### src/rtl/bcd_disp_pkg.sv
// rtl/bcd_disp_pkg.sv - shared types and constants for the BCD digit scanner
package bcd_disp_pkg;

    localparam logic [3:0] BCD_BLANK = 4'hF;

    typedef enum logic [1:0] {
        IDLE  = 2'd0,
        SHOW  = 2'd1,
        GUARD = 2'd2
    } scan_state_e;

    function automatic int show_len(input int scan_div, input int blank_cycles);
        return scan_div - blank_cycles;
    endfunction

endpackage

### src/rtl/bcd_lz_blank.sv
// rtl/bcd_lz_blank.sv - leading-zero blanking mask over a packed BCD value
module bcd_lz_blank
    import bcd_disp_pkg::*;
#(
    parameter int NUM_DIGITS = 4
) (
    input  logic [4*NUM_DIGITS-1:0] digits,
    output logic [NUM_DIGITS-1:0]   blank
);

    // Digit 0 is never blanked so an all-zero value still shows a single 0.
    always_comb begin
        logic seen;
        seen  = 1'b0;
        blank = '0;
        for (int i = NUM_DIGITS - 1; i > 0; i--) begin
            seen     = seen | (digits[i*4 +: 4] != 4'd0);
            blank[i] = ~seen;
        end
    end

endmodule

### src/rtl/bcd_digit_scanner.sv
// rtl/bcd_digit_scanner.sv - multiplexed BCD display scanner; optional BCD_SCAN_LEADING_ZERO_BLANK_EN
module bcd_digit_scanner
    import bcd_disp_pkg::*;
#(
    parameter int NUM_DIGITS   = 4,
    parameter int SCAN_DIV     = 50000,
    parameter int BLANK_CYCLES = 16
) (
    input  logic                          clk,
    input  logic                          rst_n,
    input  logic                          en,
    input  logic [4*NUM_DIGITS-1:0]       digits_in,
    input  logic                          load,
    output logic [3:0]                    bcd,
    output logic [NUM_DIGITS-1:0]         an,
    output logic [$clog2(NUM_DIGITS)-1:0] digit_idx,
    output logic                          frame_done
);

    localparam int IDX_W    = $clog2(NUM_DIGITS);
    localparam int CNT_W    = $clog2(SCAN_DIV);
    localparam int W        = 4 * NUM_DIGITS;
    localparam int SHOW_LEN = show_len(SCAN_DIV, BLANK_CYCLES);

    localparam logic [CNT_W-1:0] SHOW_LAST  = CNT_W'(SHOW_LEN - 1);
    localparam logic [CNT_W-1:0] GUARD_LAST = CNT_W'(BLANK_CYCLES - 1);
    localparam logic [IDX_W-1:0] IDX_LAST   = IDX_W'(NUM_DIGITS - 1);

    scan_state_e              state_q, state_d;
    logic [CNT_W-1:0]         cnt_q, cnt_d;
    logic [IDX_W-1:0]         idx_q, idx_d;
    logic [NUM_DIGITS-1:0]    an_q, an_d;
    logic [3:0]               bcd_q, bcd_d;
    logic                     frame_done_q, frame_done_d;
    logic [W-1:0]             shadow_q, shadow_d;
    logic [W-1:0]             active_q, active_d;
    logic                     pending_q, pending_d;
    logic                     boundary;

    always_comb begin
        state_d      = state_q;
        cnt_d        = cnt_q;
        idx_d        = idx_q;
        frame_done_d = 1'b0;
        boundary     = 1'b0;
        if (!en) begin
            state_d = IDLE;
            cnt_d   = '0;
            idx_d   = '0;
        end else begin
            case (state_q)
                IDLE: begin
                    state_d = SHOW;
                    cnt_d   = '0;
                    idx_d   = '0;
                end
                SHOW: begin
                    if (cnt_q == SHOW_LAST) begin
                        state_d = GUARD;
                        cnt_d   = '0;
                    end else begin
                        cnt_d = cnt_q + CNT_W'(1);
                    end
                end
                GUARD: begin
                    if (cnt_q == GUARD_LAST) begin
                        state_d = SHOW;
                        cnt_d   = '0;
                        if (idx_q == IDX_LAST) begin
                            idx_d        = '0;
                            frame_done_d = 1'b1;
                            boundary     = 1'b1;
                        end else begin
                            idx_d = idx_q + IDX_W'(1);
                        end
                    end else begin
                        cnt_d = cnt_q + CNT_W'(1);
                    end
                end
                default: begin
                    state_d = IDLE;
                    cnt_d   = '0;
                    idx_d   = '0;
                end
            endcase
        end
    end

    // A load landing exactly on the frame edge bypasses the shadow so it is never lost.
    always_comb begin
        shadow_d  = shadow_q;
        active_d  = active_q;
        pending_d = pending_q;
        if (boundary) begin
            if (load) begin
                active_d  = digits_in;
                pending_d = 1'b0;
            end else if (pending_q) begin
                active_d  = shadow_q;
                pending_d = 1'b0;
            end
        end else if (load) begin
            shadow_d  = digits_in;
            pending_d = 1'b1;
        end
    end

`ifdef BCD_SCAN_LEADING_ZERO_BLANK_EN
    logic [NUM_DIGITS-1:0] lz_blank;

    bcd_lz_blank #(.NUM_DIGITS(NUM_DIGITS)) u_lz_blank (
        .digits (active_d),
        .blank  (lz_blank)
    );
`endif

    // Outputs are decoded from next-state values so they move on the same edge as the FSM.
    always_comb begin
        an_d  = '1;
        bcd_d = BCD_BLANK;
        if (state_d == SHOW) begin
            for (int i = 0; i < NUM_DIGITS; i++) begin
                if (idx_d == IDX_W'(i)) begin
                    an_d[i] = 1'b0;
`ifdef BCD_SCAN_LEADING_ZERO_BLANK_EN
                    bcd_d   = lz_blank[i] ? BCD_BLANK : active_d[i*4 +: 4];
`else
                    bcd_d   = active_d[i*4 +: 4];
`endif
                end
            end
        end
    end

    always_ff @(posedge clk or negedge rst_n) begin
        if (!rst_n) begin
            state_q      <= IDLE;
            cnt_q        <= '0;
            idx_q        <= '0;
            an_q         <= '1;
            bcd_q        <= BCD_BLANK;
            frame_done_q <= 1'b0;
            shadow_q     <= '0;
            active_q     <= '0;
            pending_q    <= 1'b0;
        end else begin
            state_q      <= state_d;
            cnt_q        <= cnt_d;
            idx_q        <= idx_d;
            an_q         <= an_d;
            bcd_q        <= bcd_d;
            frame_done_q <= frame_done_d;
            shadow_q     <= shadow_d;
            active_q     <= active_d;
            pending_q    <= pending_d;
        end
    end

    assign bcd        = bcd_q;
    assign an         = an_q;
    assign digit_idx  = idx_q;
    assign frame_done = frame_done_q;

endmodule

### config.mk
export PLATFORM = sky130hd
export DESIGN_NAME = bcd_digit_scanner
export DESIGN_NICKNAME = d
export VERILOG_FILES = /design/src/rtl/bcd_disp_pkg.sv /design/src/rtl/bcd_lz_blank.sv /design/src/rtl/bcd_digit_scanner.sv
export SDC_FILE = /design/constraint.sdc
export NUM_CORES = 1
export LEC_CHECK = 0
export CAP_MARGIN = 15
export CELL_PAD_IN_SITES_DETAIL_PLACEMENT = 0
export CELL_PAD_IN_SITES_GLOBAL_PLACEMENT = 1
export CORE_MARGIN = 3
export CORE_UTILIZATION = 45
export CTS_CLUSTER_DIAMETER = 120
export CTS_CLUSTER_SIZE = 24
export DETAILED_ROUTE_END_ITERATION = 12
export HOLD_SLACK_MARGIN = 0.02
export PLACE_DENSITY = 0.88
export SLEW_MARGIN = 20
export SYNTH_ARGS = -nofsm -noshare
export SYNTH_HDL_FRONTEND = slang
export SYNTH_SLANG_ARGS = --single-unit
### constraint.sdc
create_clock -name clk -period 2.45 [get_ports clk]
set_input_delay 0.3675 -clock clk [delete_from_list [all_inputs] [get_ports clk]]
set_output_delay 0.3675 -clock clk [all_outputs]
set_load 0.005 [all_outputs]
==> results of run 1 <==
==> power groups by stage <==
| stage | logic (mW) | registers (mW) | clock network [mW] |
|---|---|---|---|
| 2_1_floorplan | 0.0746 | 1.11 | 0 |
| 4_1_cts | 0.191 | 1.09 | 0.869 |
| 6_report | 0.194 | 1.09 | 0.857 |
| 3_5_place_dp | 0.188 | 1.11 | 0 |
| 3_3_place_gp | 0.186 | 1.11 | 0 |
| 5_1_grt | 0.213 | 1.10 | 0.921 |
==> what timing repair did <==
item | in CTS | in global routing
resized for setup | 2 | 15
cloned | 0 | 1
pin swaps | 2 | 6
setup buffers | 4 | 5
hold buffers | 0 | 0
setup endpoints to repair | 4 | 5
==> synth_stat cells (all sizes together), types with 2 or more instances <==
cell type and count:
nand2 22, o211ai 4, o211a 3, dfrtp 54, a31oi 3, o21a 3, and2 2, a22oi 3
xnor2 6, nand3 10, nor2 31, or2 2, o311ai 4, ha 6, a21oi 7, or4 2
nand4 6, xor2 8, a41oi 2, nor3 4, nor4 5, buf 5, a211oi 5, clkbuf 6
mux2 8, inv 19, and3 2, nor3b 2, and4 2, o22a 3, a22o 5, o21ai 18
a21o 7, o221ai 4, dfstp 8
==> sequential cells by signal (all words and copies together) (netlist names) <==
signal      count
active_q       16
an              4
bcd             4
cnt_q          16
digit_idx       2
frame_done      1
pending_q       1
shadow_q       16
state_q         2
==> cell families (layout without fill, tap and decap cells) <==
group | Yosys count | after routing
AOI/OAI and AO/OA | 77 | 77
xor gates and xnor gates | 14 | 14
adders and majority gates | 6 | 6
buffers and inverters | 31 | 100
DFF | 62 | 62
muxes | 8 | 8
and+or+nand+nor | 93 | 93
==> final cells by class <==
cell class                 instances  share of cell area [%]
inverter                          20                    1.98
clock inverter                     4                    1.20
multi-input combinational        198                    36.3
sequential                        62                    39.3
tap                               77                    2.42
clock buffer                      12                    3.40
timing repair buffer              64                    15.4
==> routing by layer <==
metal | part of all wire, % | vias up | track usage [%]
li1 | - | 1176 | -
met1 | 47 | 1212 | 27.6
met2 | 47 | 63 | 30.6
met3 | 4.5 | 6 | 3.13
met4 | 1.1 | 0 | 6.63
met5 | 0 | - | 0
==> critical path, stage by stage, from the launching register on <==
cell and delay [ns]:
dfrtp_1 0.43, nor4_4 0.28, buf_4 0.18, nand4_4 0.09, or4_4 0.65, buf_8 0.17
o22a_2 0.18, o211ai_1 0.13, o311ai_2 0.15
==> how the worst max path moves through the flow <==
stage	from	end	slack, ns
2_1_floorplan	cnt_q[0]	bcd[3]	0.19
3_3_place_gp	en	bcd[3]	-0.07
3_5_place_dp	cnt_q[12]	bcd[2]	-0.1
4_1_cts	cnt_q[0]	bcd[3]	0.002
5_1_grt	cnt_q[12]	bcd[2]	-0.06
6_report	cnt_q[12]	bcd[0]	0.05
==> layout by cell type (no fill, tap or decap), types with 3 or more instances in the layout <==
| cell type | instances |
|---|---|
| xor2_1 | 8 |
| ha_1 | 5 |
| clkbuf_8 | 9 |
| dfstp_2 | 8 |
| buf_12 | 3 |
| nor3_1 | 3 |
| nor2_1 | 31 |
| nand3_1 | 10 |
| a21oi_1 | 7 |
| nand4_1 | 5 |
| a211oi_2 | 4 |
| o21a_1 | 3 |
| nor4_4 | 3 |
| inv_1 | 19 |
| xnor2_1 | 6 |
| dfrtp_1 | 53 |
| a22o_2 | 3 |
| clkdlybuf4s50_1 | 29 |
| mux2_2 | 8 |
| a22oi_1 | 3 |
| o211ai_1 | 4 |
| o211a_1 | 3 |
| clkbuf_1 | 3 |
| nand2_1 | 22 |
| a31oi_1 | 3 |
| buf_4 | 29 |
| a21o_1 | 6 |
| o21ai_0 | 17 |
| o22a_2 | 3 |
==> per-stage QoR <==
stage	hold WS (ns)	util, %	setup slack [ns]	setup TNS [ns]	cell area [um2]
finish	0.0470	60.9	0.0469	0	3980
global route	0.106	60.9	-0.0569	-0.183	3980
CTS	0.0689	58.9	0.00173	0	3850
detailed placement	0.422	55.5	-0.0961	-0.236	3630
global placement	0.414	55.5	-0.0674	-0.118	3630
floorplan	0.0719	-	0.190	0	3100
==> impl_metrics.yaml, run 1 <==
status:
  status: "finished clean"
yosys:
  syn_nets: 317
  synth_top_area_share_pct: 43.5
  synthAdderAreaFrac_pct: 2.42
  synthXorXnorAreaFrac_pct: 3.95
  synth-compound-area-share_pct: 18.3
  synth_top_family_by_area: "compound AO/OA/AOI/OAI gates"
  yosysSeqAreaShare_pct: 50.3
  synth_flop_cell: "dfrtp_1"
  synth_area_leaders: "dfrtp_1 (44%), dfstp_2 (6.8%), nor2_1 (3.8%)"
  synth_area_mm2: 0.00310
  synthSimpleGateAreaFrac_pct: 16.9
  synth.largest_area_cell: "dfrtp_1"
  syn_inst: 291
  async_flop_share_pct: 100
  synth_mux_area_share_pct: 2.90
  synth_cell_types: 57
  synth_warnings: 0
  ys_ff_latch: 62
  synth-edff-count: 0
  synth_area_per_cell_um2: 10.7
power_and_ir_drop:
  power.total_mw: 2.14
  net-switching-power_uw: 505
  p_clk_share_pct: 40.0
  max-vdd-ir-drop_mv: 0.226
  p_sw_share_pct: 23.6
  seqPwrFrac_pct: 51.0
  p_per_area_mw_per_mm2: 539
  combinationalPowerShare_pct: 9.1
  intPower_mw: 1.64
  leakagePower_nw: 1.76
place:
  dp_cells: 411
  gp_congestion: 0.909
  hpwl_mm: 5.10
  numPortBuffers: 30
sta:
  final.setup_skew_ns: 0.00462
  slew-limit-headroom_pct: 59.2
  fin_crit_sh_pct: 98.1
  maxSlewViolCount: 0
  rsz0062_at_grt: "true"
  hold_violations: 0
  setup_viol: 0
  fmax_mhz: 416
  tightest_slew_ns: 0.609
  min_period_ns: 2.40
cells_and_area:
  nFillCells: 537
  nets: 381
  areaGrowthSynthToFinish_pct: 28.1
  multiInputGateArea_mm2: 0.00144
  final_cells: 437
  antenna_cells: 0
  drive_gt1_share_pct: 27.5
  regArea_mm2: 0.00156
clock_tree:
  cts-root-buf: "clkbuf_8"
  htree_levels: 3
  cts_buffer_depth: 2
  worstSkewPairLatency_ns: 0.32
  tritoncts: "built"
  cts_num_sinks: 62
  cts_buffers: 9
  clk_pin_slew_ns: 0.07
worst_setup_path:
  crit_path_start_kind: "flip-flop"
  arrival_ns: 2.61
  crit_path_end_kind: "flip-flop"
  reg2reg_to: "bcd[0]"
  criticalPathCategory: "flip-flop to flip-flop"
  worstRegToRegCells: 8
  rr_startpoint: "cnt_q[12]"
  reg2reg_slack_ns: 0.05
  cp_data_required_time_ns: 2.66
  crit_fanout: 6
route:
  wl_per_cell_um: 16.8
  route.antenna.remaining_nets: 0
  drt_first_pass_iters: 4
  drc: 0
  drtIter0Drc: 151
  vias: 2457
  vias_per_cell: 5.62
  wl_mm: 7.36
die:
  fp.dieArea_mm2: 0.00793
  die_h_um: 89.0
  ios: 31
  rows: 29
  die_w_um: 89.0
  core_area_mm2: 0.00653
  initial_core_util_pct: 47.5
grt:
  antenna_found_initial: 0
  grt_max_degree: 38
  grt_pass1_vias: 2372
  grt_first_pass_wirelength_mm: 11.8
  grt_usage_pct: 19.5
  overflow: 0
run:
  maxCapViolCount: 0
hold_path:
  hp-class: "input pin to asynchronous set/reset pin"
Power figures use the tool's default switching activity.
==> run 2, diff against run 1 <==
--- a/config.mk
+++ b/config.mk
@@ -15,7 +15,6 @@
 export DETAILED_ROUTE_END_ITERATION = 12
 export HOLD_SLACK_MARGIN = 0.02
 export PLACE_DENSITY = 0.88
-export SLEW_MARGIN = 20
 export SYNTH_ARGS = -nofsm -noshare
 export SYNTH_HDL_FRONTEND = slang
 export SYNTH_SLANG_ARGS = --single-unit
==> constraint.sdc (replaced) <==
create_clock -name clk -period 2.45 [get_ports clk]
set_input_delay 0.3675 -clock clk [delete_from_list [all_inputs] [get_ports clk]]
set_output_delay 0.3675 -clock clk [all_outputs]
set_load 0.05 [all_outputs]
==> results of run 2 <==
Same layout as run 1 (identical final DEF). Status: finished clean.
Among the figures that moved: total power 2.14 mW -> 2.19 mW
